**config.mk**
```make
export PLATFORM = sky130hd
export DESIGN_NAME = config_source_arbiter
export DESIGN_NICKNAME = d
export VERILOG_FILES = /design/src/rtl/config_source_arbiter_pkg.sv /design/src/rtl/config_source_arbiter_rr_pick.sv /design/src/rtl/config_source_arbiter.sv
export SDC_FILE = /design/constraint.sdc
export NUM_CORES = 1
export LEC_CHECK = 0
export BUFFER_PORTS_ARGS = -buffer_cell sky130_fd_sc_hd__buf_2
export CAP_MARGIN = 20
export CELL_PAD_IN_SITES_DETAIL_PLACEMENT = 0
export CELL_PAD_IN_SITES_GLOBAL_PLACEMENT = 1
export CORE_UTILIZATION = 35
export CTS_CLUSTER_SIZE = 14
export DETAILED_ROUTE_END_ITERATION = 16
export PLACE_DENSITY = 0.81
export SLEW_MARGIN = 40
export SYNTH_ARGS = -nofsm -noshare
export SYNTH_HDL_FRONTEND = slang
export SYNTH_SLANG_ARGS = --single-unit
```
**constraint.sdc**
```tcl
create_clock -name clk -period 3.1 [get_ports clk]
set_clock_uncertainty 0.1 [all_clocks]
set_input_delay 0 -clock clk [delete_from_list [all_inputs] [get_ports clk]]
set_output_delay 0 -clock clk [all_outputs]
set_load 0.01 [all_outputs]
```
**src/rtl/config_source_arbiter_pkg.sv**
```systemverilog
// cfg_arb_pkg: definitions shared by the configuration source arbiter.
//   state_t        arbiter FSM state encoding (IDLE / OWNED / RELEASE)
//   DEFAULT_DATA_W default configuration word width
//   SYNC_FAB2/3    sync-word constants used by the per-source word shifters
package cfg_arb_pkg;

    typedef enum logic [1:0] {
        ST_IDLE    = 2'd0,
        ST_OWNED   = 2'd1,
        ST_RELEASE = 2'd2
    } state_t;

    localparam int DEFAULT_DATA_W = 32;

    localparam logic [15:0] SYNC_FAB2 = 16'hFAB2;
    localparam logic [15:0] SYNC_FAB3 = 16'hFAB3;

endpackage

```
**src/rtl/config_source_arbiter_rr_pick.sv**
```systemverilog
// rr_pick: combinational round-robin picker.
//   req    in  NUM_SRC  request vector
//   ptr    in  IW       index where the search starts (highest priority)
//   onehot out NUM_SRC  one-hot winner, 0 when no request
//   index  out IW       binary index of the winner, 0 when no request
module rr_pick #(
    parameter int NUM_SRC = 3,
    parameter int IW      = (NUM_SRC > 1) ? $clog2(NUM_SRC) : 1
) (
    input  logic [NUM_SRC-1:0] req,
    input  logic [IW-1:0]      ptr,
    output logic [NUM_SRC-1:0] onehot,
    output logic [IW-1:0]      index
);

    int          j;
    logic [IW-1:0] idx;
    logic        found;

    // Walk the requesters starting at ptr, wrapping once around the ring.
    always_comb begin
        onehot = '0;
        index  = '0;
        found  = 1'b0;
        j      = 0;
        idx    = '0;
        for (int k = 0; k < NUM_SRC; k++) begin
            j = int'(ptr) + k;
            if (j >= NUM_SRC) begin
                j = j - NUM_SRC;
            end
            idx = IW'(j);
            if (!found && req[idx]) begin
                found       = 1'b1;
                onehot[idx] = 1'b1;
                index       = idx;
            end
        end
    end

endmodule

```
**src/rtl/config_source_arbiter.sv**
```systemverilog
// config_source_arbiter: shares the fabric configuration-word interface between
// NUM_SRC bitstream sources. The first eligible strobe claims the interface for
// a whole session; the session ends when the owner's finished level rises or
// after IDLE_TIMEOUT cycles without an owner strobe, followed by one RELEASE
// cycle before a new claim can be accepted.
//
// Handshake: every src_strobe / cfg_strobe is a single-cycle valid with no
// ready; a word is accepted exactly in the cycle its strobe is high, and any
// strobe that cannot be forwarded is dropped and reported on reject.
//
// Ports:
//   clk, reset          clock, synchronous active-high reset
//   src_strobe/data     per-source word pulse and word (source i at [i*DATA_W +: DATA_W])
//   src_finished        per-source session-finished level
//   cfg_strobe/data     registered word to the config writer (1-cycle latency)
//   grant               one-hot owner, 0 when idle
//   busy                high while a session is owned
//   session_done        pulse on normal release
//   timeout             pulse on forced release
//   reject              pulse per dropped non-owner strobe
module config_source_arbiter
    import cfg_arb_pkg::*;
#(
    parameter int NUM_SRC      = 3,
    parameter int DATA_W       = DEFAULT_DATA_W,
    parameter int IDLE_TIMEOUT = 50,
    parameter int TO_W         = 6
) (
    input  logic                      clk,
    input  logic                      reset,
    input  logic [NUM_SRC-1:0]        src_strobe,
    input  logic [NUM_SRC*DATA_W-1:0] src_data,
    input  logic [NUM_SRC-1:0]        src_finished,
    output logic                      cfg_strobe,
    output logic [DATA_W-1:0]         cfg_data,
    output logic [NUM_SRC-1:0]        grant,
    output logic                      busy,
    output logic                      session_done,
    output logic                      timeout,
    output logic [NUM_SRC-1:0]        reject
);

    localparam int IW = (NUM_SRC > 1) ? $clog2(NUM_SRC) : 1;

    state_t              state, state_nxt;
    logic [NUM_SRC-1:0]  finished_q, fin_rise, eligible;
    logic [NUM_SRC-1:0]  pick_onehot;
    logic [IW-1:0]       pick_index;
    logic [IW-1:0]       rr_ptr, rr_ptr_nxt;
    logic [IW-1:0]       owner, owner_nxt;
    logic [TO_W-1:0]     count, count_nxt;
    logic [DATA_W-1:0]   pick_word, owner_word, cfg_data_nxt;
    logic                owner_strobe;
    logic                cfg_strobe_nxt, session_done_nxt, timeout_nxt;
    logic [NUM_SRC-1:0]  grant_nxt, reject_nxt;

    assign fin_rise     = src_finished & ~finished_q;
    // Sources that already finished may not start a new session.
    assign eligible     = src_strobe & ~src_finished;
    assign pick_word    = src_data[int'(pick_index)*DATA_W +: DATA_W];
    assign owner_word   = src_data[int'(owner)*DATA_W +: DATA_W];
    assign owner_strobe = src_strobe[owner];
    assign busy         = (state == ST_OWNED);

    rr_pick #(
        .NUM_SRC (NUM_SRC),
        .IW      (IW)
    ) u_rr_pick (
        .req    (eligible),
        .ptr    (rr_ptr),
        .onehot (pick_onehot),
        .index  (pick_index)
    );

    always_ff @(posedge clk) begin
        if (reset) begin
            state <= ST_IDLE;
        end else begin
            state <= state_nxt;
        end
    end

    always_comb begin
        state_nxt        = state;
        cfg_strobe_nxt   = 1'b0;
        cfg_data_nxt     = cfg_data;
        grant_nxt        = grant;
        session_done_nxt = 1'b0;
        timeout_nxt      = 1'b0;
        reject_nxt       = '0;
        rr_ptr_nxt       = rr_ptr;
        owner_nxt        = owner;
        count_nxt        = count;
        case (state)
            ST_IDLE: begin
                if (|eligible) begin
                    state_nxt      = ST_OWNED;
                    grant_nxt      = pick_onehot;
                    owner_nxt      = pick_index;
                    rr_ptr_nxt     = (pick_index == IW'(NUM_SRC - 1)) ? '0 : pick_index + 1'b1;
                    count_nxt      = TO_W'(IDLE_TIMEOUT);
                    cfg_strobe_nxt = 1'b1;
                    cfg_data_nxt   = pick_word;
                    reject_nxt     = eligible & ~pick_onehot;
                end
            end
            ST_OWNED: begin
                reject_nxt = src_strobe & ~grant;
                if (owner_strobe) begin
                    cfg_strobe_nxt = 1'b1;
                    cfg_data_nxt   = owner_word;
                    count_nxt      = TO_W'(IDLE_TIMEOUT);
                end else if (count != '0) begin
                    count_nxt = count - 1'b1;
                end
                // A finished edge wins over a simultaneous timeout; a word
                // strobed in the same cycle is still forwarded above.
                if (fin_rise[owner]) begin
                    state_nxt        = ST_RELEASE;
                    grant_nxt        = '0;
                    session_done_nxt = 1'b1;
                    count_nxt        = '0;
                end else if (!owner_strobe && count == TO_W'(1)) begin
                    state_nxt   = ST_RELEASE;
                    grant_nxt   = '0;
                    timeout_nxt = 1'b1;
                    count_nxt   = '0;
                end
            end
            ST_RELEASE: begin
                reject_nxt = src_strobe;
                state_nxt  = ST_IDLE;
            end
            default: begin
                state_nxt = ST_IDLE;
                grant_nxt = '0;
            end
        endcase
    end

    always_ff @(posedge clk) begin
        if (reset) begin
            finished_q   <= '0;
            cfg_strobe   <= 1'b0;
            cfg_data     <= '0;
            grant        <= '0;
            session_done <= 1'b0;
            timeout      <= 1'b0;
            reject       <= '0;
            rr_ptr       <= '0;
            owner        <= '0;
            count        <= '0;
        end else begin
            finished_q   <= src_finished;
            cfg_strobe   <= cfg_strobe_nxt;
            cfg_data     <= cfg_data_nxt;
            grant        <= grant_nxt;
            session_done <= session_done_nxt;
            timeout      <= timeout_nxt;
            reject       <= reject_nxt;
            rr_ptr       <= rr_ptr_nxt;
            owner        <= owner_nxt;
            count        <= count_nxt;
        end
    end

endmodule

```
==> run metrics <==
status=complete, but fails checks; failing checks=negative hold slack; H-tree depth=2; Via-to-Cell Ratio=slightly above 5; period utilization=a little over nine tenths; CTS max path bufs=2; CTS tree=done; Cells after DPL=618; Area growth syn-to-layout=56.0%; RR Endpoint=cfg_data[7]; max cap viols=0; adder-cell share of the synthesized area=2.55%; Worst-path clk slew=110 ps; antenna cell count=0; area share of xor/xnor cells in the synthesized design=0.777%; setup violators final=0; DP Worst Slack=494 ps; Rel. slew slack=61.0%; final setup margin=117 ps; Nets=about 700; Slew @ Worst Pin=584 ps; Critical Path, Cell by Cell=inv_1 > ha_1 > buf_4 > maj3_2 > o221ai_4 > o21ai_4 > buf_12 > mux2i_1 > dlygate4sd3_1 > a221oi_2; DRC=0; Fin. Hold Viols=1; Boundary Pins=146; die area=0.0101 sq mm; largest delay contributor family on the critical path=buffers and inverters; Yosys reg bits=56; Rows=35; Compound-Gate Fraction of Synth Area=30.6%; TritonCTS buffer count=5; Switching Share=34.5%; slowest CP cell=dlygate4sd3_1; r2r setup slk=120 ps; mux share of post-synthesis cell area=10.4%; share of cells above drive strength 1=34.9%; R2R Path Start=rr_ptr[0]; Wirelength per Cell=15.9 microns; Crit. Startpoint=rr_ptr[0]; number of global-route vias before repair=3828; first-pass GRT wire length=~18000 microns; Reg2Reg Depth=10; Hold Slack=-31.5 ps; setup_tns=0 ps; CP arrival=3100 ps; Comb pwr share=between 30% and 40%; antenna viol nets, final=0; Net Count, Synth=477; pwr/cell area=approximately 430 mW/mm^2; pins over their slew limit=0; startpoint types=flop; Worst Setup EP=cfg_data[7]; core area=0.00928 sq mm; critical path required time=about 3200 ps; grt total ovfl=0; power share of the clock group=about a fifth; Detailed Routing Iterations Pass 1=4; commonest non-fill, non-tap cell in the layout=buf_2; total global-route track usage=22.5%; Synth Area in Simple Gates=15.8%; fmax=0.335 GHz; chip height=100 microns; FFs w/ async S/R, synth=0%; RSZ-0062 raised after global routing=no; Hold Path Class=in -> reg; die span in x=approximately 100 microns; synth unique cells=60; most frequent cells in the layout=buf_2, dlygate4sd3_1, dfxtp_1; Cell Int Power=1.48 mW; Critical Path Max Stage Delay=just under 600 ps; Worst-Skew Late Latency=310 ps; DPL Wire Length=between 7000 and 8000 microns; Routability Congestion=0.876; crit end category=flop; cell count after synthesis=around 370; largest net degree at the start of global routing=41; Lkg Pwr=~2.4 nW; CTS sink count=56; post-route insts no fill=725; Max VDD drop=around 0.27 mV; vias post-DR=3764; number of flops mapped to enable cells by yosys=0; Final min period=2980 ps; mean area per synthesized cell=9.22 sq um; Routed WL=~12000 microns; commonest register cell after synthesis=dfxtp_1; number of buffers added on ports=approximately 150; WP depth=10; Flop pwr share=slightly below 40%; Fill cells=872; Crit Path Max Fanout=16; synth warn=0; CP Buf/Inv Count=4; NetSw=0.783 mW; Initial Utilization=36.4%; DR iter-0 viols=160; Crit Path Category=reg -> reg; clock root buffer master=clkbuf_8; Syn Std Cell Area=0.00338 sq mm; post-synthesis sequential area ratio=between 30% and 40%; initial antenna violation count=0; largest family of logic cells by synthesized area=compound AO/OA/AOI/OAI gates
## repair_timing
| item | CTS | global route |
|---|---|---|
| buffers inserted | 0 | 2 |
| endpoints found under the setup margin | 0 | 24 |
| endpoints found under the hold margin | 44 | 0 |
| hold buffers | 96 | 0 |
| gates resized for setup | 0 | 2 |
## metal layers
layer	wire length [microns]	share of wire [%]	vias up	global-route usage, %
li1	-	-	1814	-
met1	4810	42	1755	27.0
met2	5700	49	156	38.9
met3	627	5.4	39	3.76
met4	381	3.3	0	10.9
met5	0	0	-	0
## cell type report
type / instances / area [sq um] / area share (%)
clock inverter: 2 / 35.0 / 0.664
timing repair buffer: 251 / 1800 / 34.2
inverter: 10 / 37.5 / 0.711
sequential: 56 / 1120 / 21.3
tap: 129 / 161 / 3.06
clock buffer: 6 / 72.6 / 1.38
multi-input combinational: 271 / 2040 / 38.7
## worst min-delay path by stage
stage	start	end	depth (start not counted)	slack [ps]
2_1_floorplan	src_finished[0]	reject[0]	1	0.6
3_3_place_gp	src_finished[0]	reject[0]	2	170
3_5_place_dp	src_finished[0]	reject[0]	2	160
4_1_cts	src_data[46]	cfg_data[14]	3	6
5_1_grt	src_data[43]	cfg_data[11]	3	8
6_report	src_data[3]	cfg_data[3]	3	-30
## cell families after synthesis
group                      after synthesis
muxes                                   35
buffers and inverters                   40
and+or+nand+nor                        109
AOI/OAI and AO/OA                      117
xor gates and xnor gates                 3
adders and majority gates                7
DFF                                     56
## registers in the layout (all words and copies together) (netlist names)
name and cells:
grant 3, cfg_strobe 1, owner 2, finished_q 3, count 6, session_done 1, timeout 1, rr_ptr 2
cfg_data 32, reject 3, state 2
## worst min-delay path, stage by stage
cell	delay [ps]
buf_2	100
mux2i_1	160
a221oi_2	80
## through the flow
stage	cell area (sq um)	util [%]	total power, mW
after floorplan	3380	-	1.41
after global placement	4160	44.8	1.64
after detailed placement	4160	44.8	1.65
after CTS	5230	56.3	2.26
after global routing	5280	56.8	2.39
final	5280	56.8	2.27
## synth_stat cells, types with 2 or more instances
cell type / count / area (sq um)
a221oi_2: 30 / 450
buf_4: 8 / 60.1
a221oi_1: 2 / 17.5
a21oi_1: 16 / 80.1
nor3b_1: 2 / 15.0
nand3b_1: 4 / 30.0
dfxtp_1: 56 / 1120
mux2i_1: 35 / 350
nand2b_1: 8 / 50.1
nor4b_1: 3 / 26.3
nand2_1: 47 / 176
clkbuf_1: 10 / 37.5
o41ai_1: 2 / 17.5
and2_1: 2 / 12.5
nor2b_1: 5 / 31.3
buf_6: 6 / 67.6
ha_1: 6 / 75.1
nor4_1: 2 / 12.5
nor2_1: 19 / 71.3
a22o_1: 3 / 26.3
o2111ai_1: 3 / 26.3
nand3_1: 4 / 20.0
xnor2_1: 2 / 17.5
nor3_1: 4 / 20.0
o21ai_0: 40 / 200
buf_2: 5 / 25.0
inv_1: 10 / 37.5
## power groups by stage
stage	clock [mW]	sequential (mW)	combinational (mW)
2_1_floorplan	0	0.920	0.491
3_3_place_gp	0	0.895	0.745
3_5_place_dp	0	0.893	0.758
4_1_cts	0.498	0.880	0.877
5_1_grt	0.520	0.895	0.978
6_report	0.485	0.883	0.900
No activity file was read; power rests on OpenSTA's default activity.
